$ cat src/rtl/clk_en_mux.sv
// clk_en_mux: per-channel clock-enable strobes plus a glitch-free, period-aligned channel select.
// Optional feature macro: CLK_EN_MUX_PHASE_RESET_EN zeroes the new channel's counter on a switch.
module clk_en_mux #(
  parameter int NCH   = 4,
  parameter int DIV_W = 8,
  parameter int SEL_W = $clog2(NCH)
) (
  input  logic                 clk,
  input  logic                 RESET,
  input  logic [NCH*DIV_W-1:0] div_cfg,
  input  logic [SEL_W-1:0]     sel,
  output logic [NCH-1:0]       ce_all,
  output logic                 ce_out,
  output logic                 div_out,
  output logic [SEL_W-1:0]     cur_sel,
  output logic                 busy
);

  typedef enum logic {
    RUN  = 1'b0,
    PEND = 1'b1
  } state_t;

  localparam logic [SEL_W:0] NCH_L = (SEL_W+1)'(NCH);

  state_t state;
  state_t state_nxt;
  logic   sel_ok;
  logic   ce_cur;
  logic   do_switch;

  assign sel_ok = ({1'b0, sel} < NCH_L);
  assign ce_cur = ce_all[cur_sel];

  for (genvar i = 0; i < NCH; i++) begin : g_ch
    logic [DIV_W-1:0] div_i;
    logic [DIV_W-1:0] last_i;
    logic [DIV_W-1:0] cnt;
    logic             zero_i;

    assign div_i  = div_cfg[i*DIV_W +: DIV_W];
    // Ratios 0 and 1 both mean "every cycle"; >= also catches a ratio lowered mid-period.
    assign last_i = (div_i == '0) ? '0 : div_i - DIV_W'(1);
    assign ce_all[i] = (cnt >= last_i);

`ifdef CLK_EN_MUX_PHASE_RESET_EN
    assign zero_i = do_switch && (sel == SEL_W'(i));
`else
    assign zero_i = 1'b0;
`endif

    // NOTE: counters are real state whose phase is visible at the outputs, so they are reset, not left to power-up values.
    always_ff @(posedge clk or posedge RESET) begin
      if (RESET) begin
        cnt <= '0;
      end else if (ce_all[i] || zero_i) begin
        cnt <= '0;
      end else begin
        cnt <= cnt + DIV_W'(1);
      end
    end
  end

  // NOTE: sequential state uses non-blocking assignments so every register samples pre-edge values.
  always_ff @(posedge clk or posedge RESET) begin
    if (RESET) begin
      state <= RUN;
    end else begin
      state <= state_nxt;
    end
  end

  // NOTE: defaults first so no path through the case leaves a variable unassigned (no latch).
  always_comb begin
    state_nxt = state;
    do_switch = 1'b0;
    unique case (state)
      RUN: begin
        if (sel_ok && (sel != cur_sel)) begin
          state_nxt = PEND;
        end
      end
      PEND: begin
        if (!sel_ok || (sel == cur_sel)) begin
          state_nxt = RUN;
        end else if (ce_cur) begin
          // Old channel's final strobe is also registered into ce_out at this edge.
          state_nxt = RUN;
          do_switch = 1'b1;
        end
      end
    endcase
  end

  always_comb begin
    busy = (state == PEND);
  end

  always_ff @(posedge clk or posedge RESET) begin
    if (RESET) begin
      cur_sel <= '0;
      ce_out  <= 1'b0;
      div_out <= 1'b0;
    end else begin
      ce_out  <= ce_cur;
      div_out <= div_out ^ ce_cur;
      if (do_switch) begin
        cur_sel <= sel;
      end
    end
  end

endmodule

$ cat config.mk
export PLATFORM = sky130hd
export DESIGN_NAME = clk_en_mux
export DESIGN_NICKNAME = d
export VERILOG_FILES = /design/src/rtl/clk_en_mux.sv
export SDC_FILE = /design/constraint.sdc
export NUM_CORES = 1
export LEC_CHECK = 0
export CORE_UTILIZATION = 38
export CTS_CLUSTER_SIZE = 40
export DETAILED_ROUTE_END_ITERATION = 12
export HOLD_SLACK_MARGIN = 0.03
export PLACE_DENSITY = 0.6
export REMOVE_ABC_BUFFERS = 1
export SYNTH_ARGS = -nofsm -noshare
export SYNTH_HDL_FRONTEND = slang
export SYNTH_SLANG_ARGS = --single-unit
$ cat constraint.sdc
create_clock -name clk -period 5.5 [get_ports clk]
set_input_delay 0.825 -clock clk [delete_from_list [all_inputs] [get_ports clk]]
set_output_delay 0.825 -clock clk [all_outputs]
set_load 0.1 [all_outputs]
==> summary.json <==
{
  "status": {"value": "completed"},
  "cts_tree": {"value": "yes"},
  "clock_tree.root_cell": {"value": "sky130_fd_sc_hd__clkbuf_8"},
  "p_int": {"value": 919, "unit": "uW"},
  "ctsLongestPathBuffers": {"value": 2},
  "drc_errors": {"value": 0},
  "maxClockFrequency": {"value": 0.211, "unit": "GHz"},
  "grt_use_total": {"value": 15.3, "unit": "%"},
  "worstSkewPairLatency": {"value": 0.29, "unit": "ns"},
  "dieHeight": {"value": 91.6, "unit": "microns"},
  "antenna_found_initial": {"value": 0},
  "p_leak": {"value": 1.78, "unit": "nW"},
  "post_synth_inst_count": {"value": 344},
  "synthMostInstantiatedCell": {"value": "sky130_fd_sc_hd__nor2_1"},
  "die-area": {"value": 8400, "unit": "sq um"},
  "finalCritPeriodShare": {"value": 86.2, "unit": "%"},
  "worst_vdd_rail_ir_drop": {"value": 0.000373, "unit": "V"},
  "timing.critical_path.from_type": {"value": "primary input"},
  "core": {"value": 7770, "unit": "sq um"},
  "numPortBuffers": {"value": 44},
  "finalNetCount": {"value": 472},
  "power.switching": {"value": 737, "unit": "uW"},
  "routed-via-count": {"value": 2499},
  "synthDominantAreaCellType": {"value": "sky130_fd_sc_hd__dfrtp_1"},
  "route.antenna.remaining_nets": {"value": 0},
  "grt_start_max_net_pins": {"value": 38},
  "netlist.area_leader.share": {"value": 30.3, "unit": "%"},
  "final.min_clock_period": {"value": 4.74, "unit": "ns"},
  "p_per_area": {"value": 436, "unit": "nW/um^2"},
  "p_comb_share": {"value": 51.1, "unit": "%"},
  "tot_pwr": {"value": 1.66, "unit": "mW"},
  "hold_violations": {"value": 0},
  "initial_utilization": {"value": 39.3, "unit": "%"},
  "cts_inserted_buffers": {"value": 5},
  "htree_num_levels": {"value": 2},
  "cp.required": {"value": 4.68, "unit": "ns"},
  "synthesis.area": {"value": 3050, "unit": "sq um"},
  "ys_top_cells_by_count": {"value": "sky130_fd_sc_hd__nor2_1, sky130_fd_sc_hd__ha_1, sky130_fd_sc_hd__dfrtp_1"},
  "setup_buffers_after_cts": {"value": 0},
  "post_cts_resized": {"value": 0},
  "floorplan.io_pins": {"value": 45},
  "setup_viol": {"value": 0},
  "finish.instance_area": {"value": 3800, "unit": "sq um"},
  "place_area": {"value": 3660, "unit": "sq um"},
  "cp_data_arrival_time": {"value": 3.92, "unit": "ns"},
  "path_max_fanout": {"value": 9},
  "detailedRoute.firstIterationViolations": {"value": 65},
  "routed_wirelength": {"value": 5840, "unit": "microns"},
  "fin_worst_skew": {"value": 0.00742, "unit": "ns"},
  "dieWidth": {"value": 91.6, "unit": "microns"},
  "synth-seq-cells": {"value": 37},
  "insertedDiodeCount": {"value": 0},
  "synth-warning-count": {"value": 0},
  "share_seq_of_total_power": {"value": 32.1, "unit": "%"},
  "global_route.overflow_total": {"value": 0},
  "areaGrowthSynthToFinish": {"value": 24.3, "unit": "%"},
  "grt_setup_unrepaired": {"value": "no"},
  "final.setup.worst_slack": {"value": 0.758, "unit": "ns"},
  "ctsHoldBuffers": {"value": 0},
  "synth.distinct_cells": {"value": 48},
  "globalplace.congestion": {"value": 0.767},
  "synth_ff_type": {"value": "sky130_fd_sc_hd__dfrtp_1"},
  "grt_pass1_vias": {"value": 2423},
  "synth-edff-count": {"value": 0},
  "hold_class": {"value": "flip-flop to flip-flop"},
  "netlist_top_cells_area": {"value": "sky130_fd_sc_hd__dfrtp_1, sky130_fd_sc_hd__ha_1, sky130_fd_sc_hd__xor2_1"},
  "worst_setup_hold_path_clk_slew": {"value": 0.08, "unit": "ns"},
  "crit_end_element": {"value": "output port"},
  "seq_area_frac_synth": {"value": 30.3, "unit": "%"},
  "sw_frac_of_total": {"value": 44.5, "unit": "%"},
  "avgSynthCellArea": {"value": 8.87, "unit": "sq um"},
  "actual_slew_at_the_worst_max_slew_pin": {"value": 0.975, "unit": "ns"},
  "clock_power_share": {"value": 16.8, "unit": "%"},
  "max-cap-violations": {"value": 0},
  "placed_cells_incl_taps": {"value": 491},
  "wl_per_cell": {"value": 11.7, "unit": "microns"},
  "clkSinkCount": {"value": 37},
  "dp_slack": {"value": 0.758, "unit": "ns"},
  "row_count": {"value": 32},
  "share_of_synthesized_registers_carrying_an_async_set_or_reset": {"value": 100, "unit": "%"},
  "ff2ff_setup_slack": {"value": 3.31, "unit": "ns"},
  "max_slew_margin": {"value": 34.8, "unit": "%"},
  "drive_above_1_share": {"value": 7.30, "unit": "%"},
  "global_route_wire_length_before_repair": {"value": 10600, "unit": "microns"},
  "stdcell_count": {"value": 499},
  "hpwl_detailed": {"value": 4520, "unit": "microns"},
  "slew_viol_final": {"value": 0},
  "totalNegativeSetupSlack": {"value": 0, "unit": "ns"},
  "via_per_inst": {"value": 5.01},
  "drt_pre_antenna_iters": {"value": 4},
  "worst-setup-path-type": {"value": "primary input to output port"}
}
[flip-flops by register name, summed over array words and instances (netlist names)]
register / cells
busy: 1
ce_out: 1
cur_sel: 2
div_out: 1
g_ch.cnt: 32
[metrics by stage]
stage | utilization [%] | hold slack [ns]
2_1_floorplan | - | 0.485
3_3_place_gp | 47.1 | 0.511
3_5_place_dp | 47.1 | 0.517
4_1_cts | 48.9 | 0.529
5_1_grt | 48.9 | 0.565
6_report | 48.9 | 0.520
[placed cells by master, fill, tap and decap left out, types with 4 or more instances in the layout]
cell                              synthesis  layout
sky130_fd_sc_hd__nand2_1                 26      26
sky130_fd_sc_hd__xnor2_1                  8       8
sky130_fd_sc_hd__ha_1                    40      40
sky130_fd_sc_hd__or3_1                    4       4
sky130_fd_sc_hd__and2_1                   5       5
sky130_fd_sc_hd__mux2i_1                  4       4
sky130_fd_sc_hd__clkbuf_8                 0       5
sky130_fd_sc_hd__o21ai_0                  5       5
sky130_fd_sc_hd__clkdlybuf4s50_1          0      40
sky130_fd_sc_hd__dfrtp_1                 37      37
sky130_fd_sc_hd__o21a_1                   5       5
sky130_fd_sc_hd__inv_1                   20      20
sky130_fd_sc_hd__nor2_1                  45      45
sky130_fd_sc_hd__nor3_1                   7       7
sky130_fd_sc_hd__buf_4                    0       6
sky130_fd_sc_hd__and3_1                  11      11
sky130_fd_sc_hd__nor2b_1                 12      12
sky130_fd_sc_hd__xor2_1                  28      28
sky130_fd_sc_hd__nor3b_1                  4       4
sky130_fd_sc_hd__nand2b_1                 8       8
sky130_fd_sc_hd__a21oi_1                 10      10
sky130_fd_sc_hd__nand3_1                 23      23
[cell families after synthesis]
family,share of synthesized area (%)
AO/OA/AOI/OAI,12.6
XOR/XNOR,10.3
adder cells (fa/ha/maj),16.4
buffers and inverters,3.24
flip-flops,30.3
multiplexers,1.31
AND/OR/NAND/NOR,25.8
[worst paths after layout]
path,start,end,depth (start not counted)
min in group asynchronous,RESET,g_ch[0].cnt[7]$_DFF_PP0_,3
max,div_cfg[16],ce_all[2],14
max reg2reg,g_ch[0].cnt[2]$_DFF_PP0_,busy$_DFF_PP0_,7
max in group asynchronous,RESET,g_ch[2].cnt[6]$_DFF_PP0_,3
min reg2reg,g_ch[0].cnt[0]$_DFF_PP0_,g_ch[0].cnt[0]$_DFF_PP0_,1
min,g_ch[0].cnt[0]$_DFF_PP0_,g_ch[0].cnt[0]$_DFF_PP0_,1
[worst max-delay path: stages]
cell and delay, ns:
sky130_fd_sc_hd__clkdlybuf4s50_1 0.41, sky130_fd_sc_hd__inv_1 0.08, sky130_fd_sc_hd__ha_1 0.15, sky130_fd_sc_hd__nor2b_1 0.24
sky130_fd_sc_hd__nand3b_1 0.15, sky130_fd_sc_hd__or3_1 0.41, sky130_fd_sc_hd__and2_1 0.20, sky130_fd_sc_hd__ha_1 0.26
sky130_fd_sc_hd__and3_1 0.14, sky130_fd_sc_hd__o21ai_0 0.07, sky130_fd_sc_hd__a31oi_1 0.45, sky130_fd_sc_hd__nand2b_1 0.18
sky130_fd_sc_hd__buf_4 0.17, sky130_fd_sc_hd__buf_12 0.18
[power groups by stage]
| stage | clock, mW | combinational [mW] | sequential (mW) |
|---|---|---|---|
| floorplan | 0 | 0.545 | 0.609 |
| global route | 0.300 | 0.953 | 0.551 |
| CTS | 0.287 | 0.859 | 0.530 |
| finish | 0.278 | 0.845 | 0.532 |
| detailed placement | 0 | 0.851 | 0.534 |
| global placement | 0 | 0.840 | 0.535 |
[metal layers]
layer | up-vias | share of wire (%) | global-route usage [%] | routed length, microns
met5 | - | 0 | 0 | 0
met2 | 32 | 43 | 23.9 | 2530
met1 | 1152 | 52 | 21.9 | 3070
met4 | 0 | 0.89 | 3.17 | 52
li1 | 1309 | - | - | -
met3 | 6 | 3.3 | 2.90 | 191
[area by class of cell]
| class | count | area [sq um] |
|---|---|---|
| clock inverter | 3 | 65.1 |
| timing repair buffer | 49 | 505 |
| clock buffer | 5 | 68.8 |
| inverter | 20 | 75.1 |
| tap | 102 | 128 |
| sequential | 37 | 926 |
| fill | 777 | 3970 |
| multi-input combinational | 283 | 2030 |
Note: power is estimated with default switching activity, not from simulation.
